**src/rtl/serial_mag_comparator.sv**
```systemverilog
// ---------------------------------------------------------------------------
// serial_mag_comparator
//
// Bit-serial magnitude comparator. Two WIDTH-bit operands A and B arrive one
// bit pair per beat, MSB first. After the last beat the block presents one
// result (eq / gt / lt) and holds it until the consumer takes it.
//
// Handshake semantics (both sides): a transfer happens on a rising clk edge
// where valid and ready are both 1. A producer may not retract valid or change
// its payload while waiting. in_ready never depends on in_valid, and out_valid
// never depends on out_ready. Both are driven directly from flops.
//
// Ports
//   clk        in   clock, all state changes on the rising edge
//   rst_n      in   asynchronous active-low reset
//   clr        in   synchronous abort of the word in progress or the pending result
//   in_valid   in   a_bit / b_bit carry a valid bit pair
//   in_ready   out  block accepts a bit pair this cycle
//   a_bit      in   current bit of A (MSB first)
//   b_bit      in   current bit of B (MSB first)
//   out_valid  out  result valid, held until accepted
//   out_ready  in   consumer accepts the result
//   eq/gt/lt   out  comparison result, one-hot while out_valid=1, else 0
//   dbg_state  out  FSM state (0 = COLLECT, 1 = DONE)
//   dbg_cnt    out  beat counter
// ---------------------------------------------------------------------------
module serial_mag_comparator #(
  parameter int WIDTH = 8
) (
  input  logic                       clk,
  input  logic                       rst_n,
  input  logic                       clr,
  input  logic                       in_valid,
  output logic                       in_ready,
  input  logic                       a_bit,
  input  logic                       b_bit,
  output logic                       out_valid,
  input  logic                       out_ready,
  output logic                       eq,
  output logic                       gt,
  output logic                       lt,
  output logic                       dbg_state,
  output logic [$clog2(WIDTH)-1:0]   dbg_cnt
);

  localparam int                 CNT_W    = $clog2(WIDTH);
  localparam logic [CNT_W-1:0]   LAST_CNT = CNT_W'(WIDTH - 1);

  typedef enum logic {
    ST_COLLECT = 1'b0,
    ST_DONE    = 1'b1
  } state_e;

  state_e           state_q;
  logic [CNT_W-1:0] cnt_q;
  // Sticky decision: 2'b10 = A>B, 2'b01 = A<B, 2'b00 = undecided so far.
  logic [1:0]       dec_q;
  logic             in_ready_q;
  logic             out_valid_q;
  logic             eq_q;
  logic             gt_q;
  logic             lt_q;

  logic             beat;
  logic             last_beat;
  logic [1:0]       dec_d;

  always_comb begin
    beat      = in_valid & in_ready_q;
    last_beat = (cnt_q == LAST_CNT);
    // The first differing bit pair is the most significant one, so once a
    // decision exists, later bits are ignored.
    dec_d     = dec_q;
    if (dec_q == 2'b00) begin
      dec_d = {a_bit & ~b_bit, ~a_bit & b_bit};
    end
  end

  always_ff @(posedge clk or negedge rst_n) begin
    if (!rst_n) begin
      state_q     <= ST_COLLECT;
      cnt_q       <= '0;
      dec_q       <= 2'b00;
      in_ready_q  <= 1'b0;
      out_valid_q <= 1'b0;
      eq_q        <= 1'b0;
      gt_q        <= 1'b0;
      lt_q        <= 1'b0;
    end else if (clr) begin
      // Abort wins over any beat or result handshake in the same cycle.
      state_q     <= ST_COLLECT;
      cnt_q       <= '0;
      dec_q       <= 2'b00;
      in_ready_q  <= 1'b1;
      out_valid_q <= 1'b0;
      eq_q        <= 1'b0;
      gt_q        <= 1'b0;
      lt_q        <= 1'b0;
    end else begin
      case (state_q)
        ST_COLLECT: begin
          // First edge after reset release raises in_ready.
          in_ready_q <= 1'b1;
          if (beat) begin
            dec_q <= dec_d;
            if (last_beat) begin
              // The final beat is folded straight into the registered result.
              cnt_q       <= '0;
              state_q     <= ST_DONE;
              in_ready_q  <= 1'b0;
              out_valid_q <= 1'b1;
              eq_q        <= (dec_d == 2'b00);
              gt_q        <= (dec_d == 2'b10);
              lt_q        <= (dec_d == 2'b01);
            end else begin
              cnt_q <= cnt_q + 1'b1;
            end
          end
        end
        ST_DONE: begin
          // in_ready stays low in the accept cycle: one bubble per word.
          if (out_ready) begin
            state_q     <= ST_COLLECT;
            dec_q       <= 2'b00;
            in_ready_q  <= 1'b1;
            out_valid_q <= 1'b0;
            eq_q        <= 1'b0;
            gt_q        <= 1'b0;
            lt_q        <= 1'b0;
          end
        end
        default: begin
          state_q <= ST_COLLECT;
        end
      endcase
    end
  end

  assign in_ready  = in_ready_q;
  assign out_valid = out_valid_q;
  assign eq        = eq_q;
  assign gt        = gt_q;
  assign lt        = lt_q;
  assign dbg_state = state_q;
  assign dbg_cnt   = cnt_q;

endmodule

```
**config.mk**
```make
export PLATFORM = sky130hd
export DESIGN_NAME = serial_mag_comparator
export DESIGN_NICKNAME = d
export VERILOG_FILES = /design/src/rtl/serial_mag_comparator.sv
export SDC_FILE = /design/constraint.sdc
export NUM_CORES = 1
export LEC_CHECK = 0
export ABC_AREA = 1
export CAP_MARGIN = 20
export CORE_AREA = 2 2 39 41
export DETAILED_ROUTE_END_ITERATION = 8
export DIE_AREA = 0 0 41 43
export PLACE_DENSITY = 0.73
export SLEW_MARGIN = 20
export SYNTH_ARGS = -nofsm -noshare
export SYNTH_HDL_FRONTEND = slang
export SYNTH_SLANG_ARGS = --single-unit
```
**constraint.sdc**
```tcl
create_clock -name clk -period 2.8 [get_ports clk]
set_input_delay 0.42 -clock clk [delete_from_list [all_inputs] [get_ports clk]]
set_output_delay 0.42 -clock clk [all_outputs]
set_load 0.01 [all_outputs]
```
==> Flow_metrics.wiki, run 1 <==
{| class="wikitable"
! Metric !! Value
|-
| Result of the run || finished, final reports clean
|-
| Cells taking the most area after synthesis || sky130_fd_sc_hd__dfrtp_1, sky130_fd_sc_hd__nand2_1, sky130_fd_sc_hd__inv_1
|-
| Net count after synthesis || 81
|-
| Pin count of the biggest net entering global routing || 12
|-
| Flop-to-flop setup slack || 1.50 ns
|-
| Critical Path End Type || output port
|-
| Insertion delay of the later-clocked pin in the worst-skew pair || 0.27 ns
|-
| Worst slack on hold paths || 0.469 ns
|-
| Sum of buffers and inverters on the critical path || 1
|-
| Setup Total Neg Slack || 0 ns
|-
| Crit path max fanout || 6
|-
| Final net count || 101
|-
| Layout cells sized above 1 || 0.100
|-
| Largest area contributor in the synthesized netlist || sky130_fd_sc_hd__dfrtp_1
|-
| Fmax achieved || 587 MHz
|-
| Clk pin slew, worst setup/hold paths || 0.07 ns
|-
| Final critical-path required period || 1.70 ns
|-
| Leading cell type in the layout, fill and taps excluded || sky130_fd_sc_hd__nand2_1
|-
| Antenna viol nets, final || 0
|-
| Leakage power || 0.393 nW
|-
| Slowest cell delay on critical path || 0.57 ns
|-
| Gate count of the mapped netlist || 71
|-
| Sum of internal, switching and leakage power || 0.348 mW
|-
| Number of failing hold endpoints at the final stage || 0
|-
| Fraction of post-synthesis cell area in the top cell type by area || 0.482
|-
| Count of boundary I/O pins || 16
|-
| Vertical die dimension || 43 um
|-
| TritonCTS Sinks || 11
|-
| Area occupied by multi-input gates || 246 um2
|-
| Setup skew after layout || 0.00540 ns
|-
| Crit path max-delay cell type || sky130_fd_sc_hd__clkdlybuf4s50_1
|-
| Floorplan die area || 1760 um2
|-
| Total global routing track utilization || 0.143
|-
| Area added between synthesis and finish || 34.4%
|-
| Iteration-0 DRC Markers || 4
|-
| Area of the mapped netlist || 571 um2
|-
| Worst EP arrival || 1.28 ns
|-
| H-Tree Depth || 1
|-
| Reg area || 275 um2
|-
| Count of input and output buffers || 15
|-
| Commonest non-fill, non-tap cells in the layout || sky130_fd_sc_hd__nand2_1, sky130_fd_sc_hd__clkdlybuf4s50_1, sky130_fd_sc_hd__inv_1
|-
| First-pass GRT wire length || 1660 um
|-
| Number of buffers added for setup after CTS || 0
|-
| Hold crit path type || in -> async
|-
| YS warnings || 0
|-
| Quantity of gates resized following cts || 0
|-
| N_diodes || 0
|-
| Fin. max-slew vios || 0
|-
| Die span in x || 41 um
|-
| Type of the worst setup path || reg -> out
|-
| Drt drc || 0
|-
| Hold-fix buffers, CTS || 0
|-
| Inserted Clock Buffers || 3
|-
| Total vias in the final route || 479
|-
| GRT Residual Overflow || 0
|-
| Count of cell types in the netlist || 13
|-
| Pwr Density || 453 nW/um2
|-
| Flip-flop and latch count after synthesis || 11
|-
| Startpoint types || register
|-
| Share of the clock period used by the worst path after layout || 0.608
|-
| TritonCTS clock tree || done
|-
| Final setup slack of the worst path || 1.10 ns
|-
| Mapped Avg Cell Area || 8.04 um2
|-
| Family of cells with the greatest summed delay on the critical path || buffers and inverters
|-
| TritonRoute pass-1 iters || 3
|-
| Initial antenna violation count || 0
|-
| Maximum vdd ir drop || 0.000242 V
|-
| Average routed wire per standard cell || 9.67 um
|-
| Slew @ Worst Pin || 0.481 ns
|-
| Clock buffer depth || 2
|-
| Setup repair after global routing missed its margin || false
|-
| CP Cell Sequence || clkdlybuf4s50_1
|-
| Cell at the root of the clock tree || sky130_fd_sc_hd__clkbuf_4
|-
| Initial core utilization || 0.412
|-
| Aggregate routed wire length || 1030 um
|-
| Part of the Yosys area used for sequential elements || 0.482
|-
| Vias in the first global route || 428
|-
| Required time of the critical path || 2.38 ns
|-
| Placer's final routability congestion estimate || 0.702
|-
| Core Box Area || 1380 um2
|-
| Final HPWL DP || 841 um
|-
| Number of setup violations in the final report || 0
|-
| Slew headroom || 0.678
|-
| Maximum capacitance violations || 0
|-
| Number of standard-cell rows in the floorplan || 14
|-
| Vias per Instance || 4.52
|-
| Fill cells || 144
|-
| Post-placement setup slack || 1.26 ns
|}
## final cells by class
cell class,count,area share
Timing Repair Buffer,15,0.196
Inverter,13,0.0636
Sequential cell,11,0.359
Multi-Input combinational cell,47,0.321
Clock buffer,4,0.0343
Tap cell,16,0.0261
## state kept, by name (all words and copies together), names as in the netlist
signal	cells
gt	1
dec_q	2
dbg_cnt	3
eq	1
dbg_state	1
in_ready	1
lt	1
out_valid	1
## worst paths after layout
kind	from	to	cells after the start
worst min-delay path	rst_n	dbg_state	1
worst max-delay path	dbg_state	dbg_state	1
worst max register to register	dbg_cnt[0]	eq	8
max in group asynchronous	rst_n	dbg_cnt[2]	1
worst min register to register	dec_q[1]	dec_q[1]	2
min in group clk	dec_q[1]	dec_q[1]	2
## cell families (layout without fill, tap and decap cells)
logic type,count (synthesis),in the layout,synth area share
flip-flops,11,11,0.482
AO/OA/AOI/OAI,7,7,0.0614
AND/OR/NAND/NOR,37,37,0.305
buffers and inverters,13,32,0.0855
adder cells (fa/ha/maj),3,3,0.0658
## power breakdown
group          switching, mW  total (mW)  internal [mW]
registers            0.00567       0.174          0.168
clock network         0.0554       0.111         0.0552
logic                 0.0310      0.0630         0.0320
## synth_stat cells
cell / instances
sky130_fd_sc_hd__inv_2: 1
sky130_fd_sc_hd__nor2_2: 2
sky130_fd_sc_hd__nand3_2: 1
sky130_fd_sc_hd__nand2_1: 23
sky130_fd_sc_hd__nand3_4: 1
sky130_fd_sc_hd__o21ai_0: 4
sky130_fd_sc_hd__inv_1: 12
sky130_fd_sc_hd__ha_1: 3
sky130_fd_sc_hd__nand2_2: 1
sky130_fd_sc_hd__nand3_1: 6
sky130_fd_sc_hd__nor2_1: 3
sky130_fd_sc_hd__o21ai_1: 3
sky130_fd_sc_hd__dfrtp_1: 11
## through the flow
step                instances   util  instance area, um2
floorplan                  71      -                 571
global placement          102  0.535                 741
detailed placement        102  0.535                 741
CTS                       106  0.554                 767
global route              106  0.554                 767
finish                    106  0.554                 767
## layer usage
metal  global-route usage  vias to the layer above  part of all wire  wire [um]
li1                     -                      256                 -          -
met3               0.0314                        3             0.040         41
met4               0.0800                        0             0.020         21
met2                0.222                       10              0.47        479
met1                0.174                      210              0.47        482
met5                    0                        -                 0          0
(Power assumes the default switching activity.)
==> run 2: changes to the inputs <==
--- a/config.mk
+++ b/config.mk
@@ -7,10 +7,9 @@
 export LEC_CHECK = 0
 export ABC_AREA = 1
 export CAP_MARGIN = 20
-export CORE_AREA = 2 2 39 41
+export CORE_UTILIZATION = 44
 export DETAILED_ROUTE_END_ITERATION = 8
-export DIE_AREA = 0 0 41 43
-export PLACE_DENSITY = 0.73
+export PLACE_DENSITY = 0.74
 export SLEW_MARGIN = 20
 export SYNTH_ARGS = -nofsm -noshare
 export SYNTH_HDL_FRONTEND = slang
==> constraint.sdc (replaced) <==
create_clock -name clk -period 1.8 [get_ports clk]
set_input_delay 0.27 -clock clk [delete_from_list [all_inputs] [get_ports clk]]
set_output_delay 0.27 -clock clk [all_outputs]
set_load 0.01 [all_outputs]
==> run 2 against run 1 <==
  * Wire length rose by 14%
  * Non-clock buffer count did not move
  * Power rose by 56%
  * Register-to-register slack got worse by 1.0 ns
  * Clock skew rose by 0.0047 ns
  * Flip-flop and latch count did not move
  * Sequential share of layout area rose by 0.12 points
  * Final cell count fell by 1.9%
  * Critical endpoint unchanged
  * Clock power rose by 52%
  * Global-route usage rose by 5.6 points
==> Flow_metrics.wiki, run 2 (same netlist as run 1, synthesis figures left out) <==
{| class="wikitable"
! Metric !! Value
|-
| TritonCTS Sinks || 11 (unchanged)
|-
| Total vias in the final route || 513 (+7.1%)
|-
| Floorplan die area || 1440 um2 (-18%)
|-
| Sw Ratio || 0.265 (+0.000541)
|-
| Sum of internal, switching and leakage power || 0.542 mW (+56%)
|-
| Crit path max fanout || 6 (unchanged)
|-
| Setup skew after layout || 0.0101 ns (+0.00475 ns)
|-
| Quantity of gates resized following cts || 0 (unchanged)
|-
| Maximum capacitance violations || 0 (unchanged)
|-
| Type of the worst setup path || reg -> out
|-
| Critical Path End Type || output port
|-
| H-Tree Depth || 1 (unchanged)
|-
| Result of the run || finished, final reports clean
|-
| Area added between synthesis and finish || 34.0%
|-
| Family of cells with the greatest summed delay on the critical path || buffers and inverters
|-
| Total global routing track utilization || 0.199 (+0.0556)
|-
| Final critical-path required period || 1.55 ns
|-
| Hold-fix buffers, CTS || 0 (unchanged)
|-
| Vias per Instance || 4.93 (+9.2%)
|-
| Leading cell type in the layout, fill and taps excluded || sky130_fd_sc_hd__nand2_1
|-
| Required time of the critical path || 1.53 ns (-0.85 ns)
|-
| Fraction of power consumed by combinational cells || 0.187 (+0.006)
|-
| TritonRoute pass-1 iters || 4 (+1)
|-
| Final net count || 101 (unchanged)
|-
| Vertical die dimension || 38.0 um (-12%)
|-
| Vias in the first global route || 489 (+14%)
|-
| Hold crit path type || in -> async
|-
| Aggregate routed wire length || 1170 um (+14%)
|-
| Clock buffer depth || 2 (unchanged)
|-
| Commonest non-fill, non-tap cells in the layout || sky130_fd_sc_hd__nand2_1, sky130_fd_sc_hd__clkdlybuf4s50_1, sky130_fd_sc_hd__inv_1
|-
| Number of standard-cell rows in the floorplan || 12 (-2)
|-
| Slowest cell delay on critical path || 0.57 ns (about the same)
|-
| CP Cell Sequence || clkdlybuf4s50_1
|-
| Number of setup violations in the final report || 0 (unchanged)
|-
| Flip-flop count of the largest register, all copies and words added || 3 (unchanged)
|-
| Cell at the root of the clock tree || sky130_fd_sc_hd__clkbuf_4
|-
| Clk pin slew, worst setup/hold paths || 0.07 ns (about the same)
|-
| Drt drc || 0 (unchanged)
|-
| Maximum vdd ir drop || 0.000466 V (+92%)
|-
| Slew headroom || 0.667 (-0.0107)
|-
| Fill cells || 89 (-38%)
|-
| Share of the clock period used by the worst path after layout || 0.862
|-
| Crit path max-delay cell type || sky130_fd_sc_hd__clkdlybuf4s50_1
|-
| Iteration-0 DRC Markers || 9 (+5)
|-
| TritonCTS clock tree || done
|-
| Worst EP arrival || 1.28 ns (about the same)
|-
| Startpoint types || register
|-
| Fmax achieved || 644 MHz
|-
| Initial antenna violation count || 0 (unchanged)
|-
| Number of buffers added for setup after CTS || 0 (unchanged)
|-
| Fin. max-slew vios || 0 (unchanged)
|-
| Setup repair after global routing missed its margin || false
|-
| Final HPWL DP || 912 um (+8.5%)
|-
| N_diodes || 0 (unchanged)
|-
| Initial core utilization || 0.494 (+0.0812)
|-
| Inserted Clock Buffers || 3 (unchanged)
|-
| Count of input and output buffers || 15 (unchanged)
|-
| Layout cells sized above 1 || 0.100 (unchanged)
|-
| Average routed wire per standard cell || 11.3 um (+17%)
|-
| Pin count of the biggest net entering global routing || 12 (unchanged)
|-
| Fraction of power consumed by sequential logic || 0.502 (about the same)
|-
| Internal Dissipation || 0.398 mW (+56%)
|-
| Setup Total Neg Slack || 0 ns (unchanged)
|-
| Net switching component of the power || 0.144 mW (+56%)
|-
| Slew @ Worst Pin || 0.497 ns (+0.0160 ns)
|-
| Antenna viol nets, final || 0 (unchanged)
|-
| Die span in x || 38.0 um (-7.3%)
|-
| Count of boundary I/O pins || 16 (unchanged)
|-
| GRT Residual Overflow || 0 (unchanged)
|-
| First-pass GRT wire length || 1890 um (+14%)
|-
| Insertion delay of the later-clocked pin in the worst-skew pair || 0.27 ns (about the same)
|-
| Core Box Area || 1160 um2 (-16%)
|-
| Placer's final routability congestion estimate || 0.837 (+19%)
|-
| Pwr Density || 708 nW/um2 (+56%)
|-
| Share of power burned in the clock network || 0.311 (-0.007)
|-
| Leakage power || 0.393 nW (unchanged)
|-
| Number of failing hold endpoints at the final stage || 0 (unchanged)
|-
| Sum of buffers and inverters on the critical path || 1 (unchanged)
|}
run 2: cell counts in the layout (fill, tap and decap cells not counted):
Identical to the previous run, type by type.
run 2: metal layers:
metal | GRT usage | share of wire | up-vias
met5 | 0 | 0 | -
met4 | 0.0714 | 0.018 | 0
met3 | 0.105 | 0.066 | 4
met2 | 0.345 | 0.52 | 13
met1 | 0.201 | 0.40 | 238
li1 | - | - | 258
run 2: path summary, 6_finish.rpt:
check | from | to | slack (ns) | cells past startpoint
max | dbg_state | dbg_state | 0.25 | 1
min | rst_n | eq | 0.32 | 1
max reg2reg | dbg_cnt[0] | eq | 0.50 | 8
min reg2reg | dec_q[0] | dec_q[0] | 0.49 | 2
max in group asynchronous | rst_n | dec_q[1] | 1.13 | 1
min in group clk | dec_q[0] | dec_q[0] | 0.49 | 2
run 2: power groups by stage:
stage	combinational [mW]	clock, mW	sequential (mW)
2_1_floorplan	0.0424	0	0.281
3_3_place_gp	0.0985	0	0.276
3_5_place_dp	0.102	0	0.276
4_1_cts	0.102	0.176	0.271
5_1_grt	0.115	0.182	0.273
6_report	0.101	0.169	0.272
run 2: cell type report:
type,count,area [um2],area share
inverter,13,48.8,0.0638
sequential,11,275,0.360
timing repair buffer,15,150,0.196
tap,14,17.5,0.0229
multi-input combinational,47,246,0.322
clock buffer,4,26.3,0.0344
run 2: per-stage QoR:
step | hold WS (ns) | area, um2 | std cells | setup WS (ns) | util
final | 0.325 | 764 | 104 | 0.248 | 0.661
after global routing | 0.373 | 764 | 104 | 0.211 | 0.661
after CTS | 0.335 | 764 | 104 | 0.236 | 0.661
after detailed placement | 0.475 | 738 | 100 | 0.412 | 0.639
after global placement | 0.455 | 738 | 100 | 0.428 | 0.639
after floorplan | -0.0256 | 571 | 71 | 0.523 | -
